File: src/rtl/wave_pkg.sv
// Shared types for the wave sequencer.
//   state_e : sequencer FSM states.
//   seg_t   : one segment table entry {amplitude, prescaler, periods}.
//   WAVE_W  : width of every generator-facing quantity.
package wave_pkg;

  localparam int WAVE_W = 16;

  typedef enum logic [1:0] {
    ST_IDLE,
    ST_LOAD,
    ST_RUN,
    ST_DONE
  } state_e;

  typedef struct packed {
    logic [WAVE_W-1:0] amplitude;
    logic [WAVE_W-1:0] prescaler;
    logic [WAVE_W-1:0] periods;
  } seg_t;

endpackage

File: src/rtl/wave_seg_timer.sv
// Segment timer: three nested counters that mirror the sawtooth generator.
//   clk, rst_n   : clock, asynchronous active-low reset
//   clr_i        : zero all counters (generator held in reset)
//   en_i         : count one generator clock
//   amplitude_i  : generator top value
//   prescaler_i  : generator clocks per step minus one
//   periods_i    : sawtooth periods in this segment (non-zero while enabled)
//   seg_end_o    : high on the last cycle of the segment
module wave_seg_timer
  import wave_pkg::*;
(
  input  logic              clk,
  input  logic              rst_n,
  input  logic              clr_i,
  input  logic              en_i,
  input  logic [WAVE_W-1:0] amplitude_i,
  input  logic [WAVE_W-1:0] prescaler_i,
  input  logic [WAVE_W-1:0] periods_i,
  output logic              seg_end_o
);

  logic [WAVE_W-1:0] psc_q, psc_d;
  logic [WAVE_W-1:0] amp_q, amp_d;
  logic [WAVE_W-1:0] per_q, per_d;
  logic              psc_wrap;
  logic              amp_wrap;

  assign psc_wrap = (psc_q == prescaler_i);
  assign amp_wrap = (amp_q == amplitude_i);

  // Ends exactly when the generator finishes its last step of its last period.
  assign seg_end_o = en_i && psc_wrap && amp_wrap &&
                     (per_q == periods_i - WAVE_W'(1));

  // NOTE: every variable gets its hold value first so no path leaves it unassigned (no latch).
  always_comb begin
    psc_d = psc_q;
    amp_d = amp_q;
    per_d = per_q;
    if (clr_i) begin
      psc_d = '0;
      amp_d = '0;
      per_d = '0;
    end else if (en_i) begin
      psc_d = psc_wrap ? '0 : psc_q + WAVE_W'(1);
      if (psc_wrap) begin
        amp_d = amp_wrap ? '0 : amp_q + WAVE_W'(1);
        if (amp_wrap) per_d = per_q + WAVE_W'(1);
      end
    end
  end

  // NOTE: state registers use non-blocking assignments so all flops update together.
  always_ff @(posedge clk or negedge rst_n) begin
    if (!rst_n) begin
      psc_q <= '0;
      amp_q <= '0;
      per_q <= '0;
    end else begin
      psc_q <= psc_d;
      amp_q <= amp_d;
      per_q <= per_d;
    end
  end

endmodule

File: src/rtl/wave_sequencer.sv
// Wave sequencer: plays a table of {amplitude, prescaler, periods} segments
// through one sawtooth generator, tracking period ends via wave_seg_timer.
//   clk, rst_n      : clock, asynchronous active-low reset
//   wr_*            : table write port (ignored while busy)
//   num_segs, loop  : play entries 0..num_segs-1, optionally repeating
//   start, stop     : begin playback (IDLE only) / abort playback
//   gen_*           : generator ena/amplitude/prescaler
//   busy, done      : playback active / one-cycle completion pulse
//   seg_idx         : current or last segment index
module wave_sequencer
  import wave_pkg::*;
#(
  parameter  int DEPTH = 8,
  localparam int AW    = $clog2(DEPTH)
) (
  input  logic              clk,
  input  logic              rst_n,
  input  logic              wr_en,
  input  logic [AW-1:0]     wr_addr,
  input  logic [WAVE_W-1:0] wr_amplitude,
  input  logic [WAVE_W-1:0] wr_prescaler,
  input  logic [WAVE_W-1:0] wr_periods,
  input  logic [AW:0]       num_segs,
  input  logic              loop,
  input  logic              start,
  input  logic              stop,
  output logic              gen_ena,
  output logic [WAVE_W-1:0] gen_amplitude,
  output logic [WAVE_W-1:0] gen_prescaler,
  output logic              busy,
  output logic              done,
  output logic [AW-1:0]     seg_idx
);

  seg_t              table_q [DEPTH];
  seg_t              cur_seg;

  state_e            state_q, state_d;
  logic [AW-1:0]     seg_idx_q, seg_idx_d;
  logic [AW:0]       num_q, num_d;
  logic              loop_q, loop_d;
  logic [WAVE_W-1:0] amp_q, amp_d;
  logic [WAVE_W-1:0] psc_q, psc_d;
  logic [WAVE_W-1:0] per_q, per_d;
  logic              ena_q, busy_q, done_q;
  logic              load_seg;
  logic              seg_end;
  logic              is_last;
  state_e            adv_state;
  logic [AW-1:0]     adv_idx;

  // NOTE: the segment table is RAM and deliberately has no reset.
  always_ff @(posedge clk) begin
    if (wr_en && !busy_q) table_q[wr_addr] <= '{wr_amplitude, wr_prescaler, wr_periods};
  end

  assign cur_seg = table_q[seg_idx_q];

  wave_seg_timer u_timer (
    .clk         (clk),
    .rst_n       (rst_n),
    .clr_i       (state_q == ST_LOAD),
    .en_i        (state_q == ST_RUN),
    .amplitude_i (amp_q),
    .prescaler_i (psc_q),
    .periods_i   (per_q),
    .seg_end_o   (seg_end)
  );

  // Where to go once the current segment is finished or skipped.
  assign is_last = ({1'b0, seg_idx_q} == num_q - (AW+1)'(1));

  always_comb begin
    adv_state = ST_LOAD;
    adv_idx   = seg_idx_q + AW'(1);
    if (is_last) begin
      if (loop_q) begin
        adv_idx = '0;
      end else begin
        adv_state = ST_DONE;
        adv_idx   = seg_idx_q;
      end
    end
  end

  always_comb begin
    state_d   = state_q;
    seg_idx_d = seg_idx_q;
    num_d     = num_q;
    loop_d    = loop_q;
    load_seg  = 1'b0;
    unique case (state_q)
      ST_IDLE: begin
        if (start) begin
          num_d     = num_segs;
          loop_d    = loop;
          seg_idx_d = '0;
          state_d   = (num_segs == '0) ? ST_DONE : ST_LOAD;
        end
      end
      ST_LOAD: begin
        if (stop) begin
          state_d = ST_IDLE;
        end else begin
          load_seg = 1'b1;
          if (cur_seg.periods == '0) begin
            state_d   = adv_state;
            seg_idx_d = adv_idx;
          end else begin
            state_d = ST_RUN;
          end
        end
      end
      ST_RUN: begin
        // stop outranks a coincident segment end
        if (stop) begin
          state_d = ST_IDLE;
        end else if (seg_end) begin
          state_d   = adv_state;
          seg_idx_d = adv_idx;
        end
      end
      ST_DONE: state_d = ST_IDLE;
      default: state_d = ST_IDLE;
    endcase
  end

  // Generator settings are captured at the end of LOAD so they are stable
  // for the whole RUN; an aborted LOAD leaves the old values in place.
  assign amp_d = load_seg ? cur_seg.amplitude : amp_q;
  assign psc_d = load_seg ? cur_seg.prescaler : psc_q;
  assign per_d = load_seg ? cur_seg.periods   : per_q;

  always_ff @(posedge clk or negedge rst_n) begin
    if (!rst_n) begin
      state_q   <= ST_IDLE;
      seg_idx_q <= '0;
      num_q     <= '0;
      loop_q    <= 1'b0;
      amp_q     <= '0;
      psc_q     <= '0;
      per_q     <= '0;
      ena_q     <= 1'b0;
      busy_q    <= 1'b0;
      done_q    <= 1'b0;
    end else begin
      state_q   <= state_d;
      seg_idx_q <= seg_idx_d;
      num_q     <= num_d;
      loop_q    <= loop_d;
      amp_q     <= amp_d;
      psc_q     <= psc_d;
      per_q     <= per_d;
      // status flags are decoded from the next state so they are registered
      ena_q     <= (state_d == ST_RUN);
      busy_q    <= (state_d != ST_IDLE);
      done_q    <= (state_d == ST_DONE);
    end
  end

  assign gen_ena       = ena_q;
  assign gen_amplitude = amp_q;
  assign gen_prescaler = psc_q;
  assign busy          = busy_q;
  assign done          = done_q;
  assign seg_idx       = seg_idx_q;

endmodule

File: config.mk
export PLATFORM = sky130hd
export DESIGN_NAME = wave_sequencer
export DESIGN_NICKNAME = d
export VERILOG_FILES = /design/src/rtl/wave_pkg.sv /design/src/rtl/wave_seg_timer.sv /design/src/rtl/wave_sequencer.sv
export SDC_FILE = /design/constraint.sdc
export NUM_CORES = 1
export LEC_CHECK = 0
export BUFFER_PORTS_ARGS = -buffer_cell sky130_fd_sc_hd__buf_2
export CORE_UTILIZATION = 60
export DETAILED_ROUTE_END_ITERATION = 12
export PLACE_DENSITY = 0.78
export SLEW_MARGIN = 40
export SYNTH_ARGS = -nofsm -noshare
export SYNTH_HDL_FRONTEND = slang
export SYNTH_HIERARCHICAL = 1
export SYNTH_SLANG_ARGS = --single-unit
File: constraint.sdc
create_clock -name clk -period 7.6 [get_ports clk]
set_input_delay 1.52 -clock clk [delete_from_list [all_inputs] [get_ports clk]]
set_output_delay 1.52 -clock clk [all_outputs]
set_load 0.005 [all_outputs]
==> metrics.csv <==
metric,value,unit
hold_viol,0,
clock_skew,0.0143,ns
ys_ff_latch,493,
tightest_slew,0.806,ns
critical_path_class,flop to flop,
final_cell_mix,"edfxtp_1 (384), dfrtp_1 (106), buf_2 (97)",
die_area,0.0346,mm²
timing.rr.start,per_q[7],
yosysSeqAreaShare,70.3,%
hpwl,24.5,mm
place.gp.congestion,0.915,
crit_slowest_cell,or4b_2,
worst-path-buf-inv,1,
synth_area,0.0203,mm²
nFillCells,2186,
max-cap-violations,0,
io_pins,99,
hold_buffers,0,
drive_gt1_share,23.1,%
r2r_slack,3.67,ns
path_max_fanout,6,
synthFlopType,edfxtp_1,
die_h,186,µm
drv_slew,0,
finalSetupViolations,0,
status,"complete, no violations",
die_x,186,µm
avgSynthCellArea,17.0,µm²
vdd_drop_max,211,µV
multi_input_area,0.00580,mm²
rsz0062_at_grt,no,
critPathArrivalTime,4.36,ns
crit_path_end_kind,flop,
worstPathRequired,8.03,ns
hold_path_class,flop to flop,
grt_pass1_vias,11300,
min-delay-start,loop_q,
clock_sinks,493,
synth_edf_count,384,
root_buffer,clkbuf_16,
critPathLaunchType,flop,
layout.nets,1382,
portBuffers,98,
wirelength,42.6,mm
grt_pass1_wl,65.2,mm
grt_max_degree,59,
antenna_left,0,
cts_buffers,48,
drcViolationCount,0,
ctsHtreeMaxLevel,2,
async_flop_share,22.1,%
grt_antenna_before_repair,2,
firstDrtPassIters,7,
fmax,255,MHz
critPathTopFamily,simple AND/OR/NAND/NOR gates,
setup_tns,0,ns
vias,11100,
crit_chain,or3_1 > or4b_2 > nor3_1 > xnor2_1 > nand4_1 > nor4_1 > inv_1 > a31o_2 > a311oi_1 > a211oi_1 > or2_1,
p_per_area,315,mW/mm²
syn_to_final_growth,13.1,%
rr_worst_depth,11,
cts_tree,yes,
clockBufferDepth,3,
rows,66,
final-seq-area,0.0143,mm²
first_iter_violations,853,
yosys_warnings,6,
initial_core_util,61.7,%
relSlewSlack,46.2,%
final.period_utilization,51.7,%
core_area,0.0329,mm²
grt_overflow,0,
final_common_cell,edfxtp_1,
clk_latency,0.56,ns
period_minus_slack,3.93,ns
timing.rr.end,busy,
track_usage,25.7,%
synth_cell_types,62,
power.leakage,7.84,nW
postCtsSetupRepairBufs,0,
viasPerCell,6.22,
cts_resized,0,
utilization,69.8,%
hold_depth,1,
wl_per_cell,23.8,µm
path_clk_slew,0.06,ns
synth_cells,1196,
worstHoldEndpoint,loop_q,
critical-path-max-stage-delay,0.66,ns
synth_nets,1268,
## power breakdown
group / switching, mW / total (mW) / internal (mW)
Sequential: 0.232 / 3.37 / 3.14
Combinational: 0.821 / 1.52 / 0.699
Clock: 0.958 / 2.33 / 1.37
## worst register-to-register path: cells and delay by family (launching register included)
kind / cells / cell delay [ns]
AOI/OAI and AO/OA: 3 / 0.71
and+or+nand+nor: 6 / 2.35
buffers and inverters: 1 / 0.16
DFF: 1 / 0.44
xor gates and xnor gates: 1 / 0.15
## worst max path at each step
stage / start / end / slack (ns) / cells past startpoint
finish: per_q[7] / busy / 3.67 / 11
CTS: per_q[7] / busy / 3.71 / 11
detailed placement: per_q[7] / busy / 3.72 / 11
floorplan: wr_addr[2] / table_q[0][0] / 1.78 / 2
global route: per_q[7] / busy / 3.39 / 11
global placement: per_q[7] / busy / 3.82 / 11
## layer usage
metal | vias up | track usage, % | wire length (µm)
met5 | - | 0 | 13
met4 | 2 | 8.30 | 1010
met3 | 83 | 5.20 | 3000
met2 | 448 | 40.6 | 21100
met1 | 5703 | 36.4 | 17500
li1 | 4905 | - | -
## state kept, by name, summed over array words and instances (netlist names)
register	flops
table_q	384
busy	1
u_timer/per_q	16
done	1
u_timer/psc_q	16
gen_ena	1
per_q	16
state_q	2
seg_idx	3
u_timer/amp_q	16
gen_prescaler	16
gen_amplitude	16
num_q	4
loop_q	1
## kinds of logic after synthesis
logic type / share of synthesized area, %
buf+inv: 1.42
xor+xnor: 3.39
flops: 70.3
fa+ha+maj: 0.678
compound gates: 3.65
mux: 13.8
simple gates: 6.80
## area by class of cell
class,instances,share of cell area [%]
Clock buffer,69,5.89
Sequential cell,493,62.2
Tap cell,442,2.41
Clock inverter,20,0.900
Antenna cell,1,0.0109
Inverter,13,0.213
Multi-Input combinational cell,637,25.3
Timing Repair Buffer,117,3.08
## per-stage QoR
stage	power, mW	cell area, µm²	cells	setup WS, ns	hold slack, ns
4_1_cts	7.27	22900	1791	3.71	0.518
3_5_place_dp	4.94	21400	1702	3.72	0.502
6_report	7.22	22900	1792	3.67	0.518
2_1_floorplan	4.45	20300	1196	1.78	0.470
5_1_grt	7.53	22900	1792	3.39	0.555
3_3_place_gp	4.89	21300	1698	3.82	0.498
## Yosys cell counts, types with 2 or more instances
cell type	count	area (µm²)
a211oi_1	3	22.5
a21oi_1	27	135
a31oi_1	2	12.5
and2_1	5	31.3
and3_1	8	50.1
and4_1	4	35.0
buf_1	9	33.8
buf_2	9	45.0
buf_6	4	45.0
clkbuf_1	31	116
dfrtp_1	109	2730
edfxtp_1	384	11500
ha_1	11	138
inv_1	12	45.0
mux2_2	6	67.6
mux2i_1	54	541
mux4_2	96	2160
nand2_1	83	312
nand2b_1	8	50.1
nand3_1	15	75.1
nand3b_1	3	22.5
nand4_1	25	156
nor2_1	55	206
nor2b_1	6	37.5
nor3_1	9	45.0
nor3b_1	2	15.0
nor4_1	5	31.3
nor4_4	3	63.8
o211ai_1	2	15.0
o21ai_0	14	70.1
o21ai_1	48	240
o221ai_1	3	26.3
o31ai_1	13	97.6
o32a_1	2	20.0
or2_2	2	12.5
or3_1	10	62.6
or4_1	15	113
xnor2_1	49	429
xor2_1	27	236
Power figures use the tool's default switching activity.
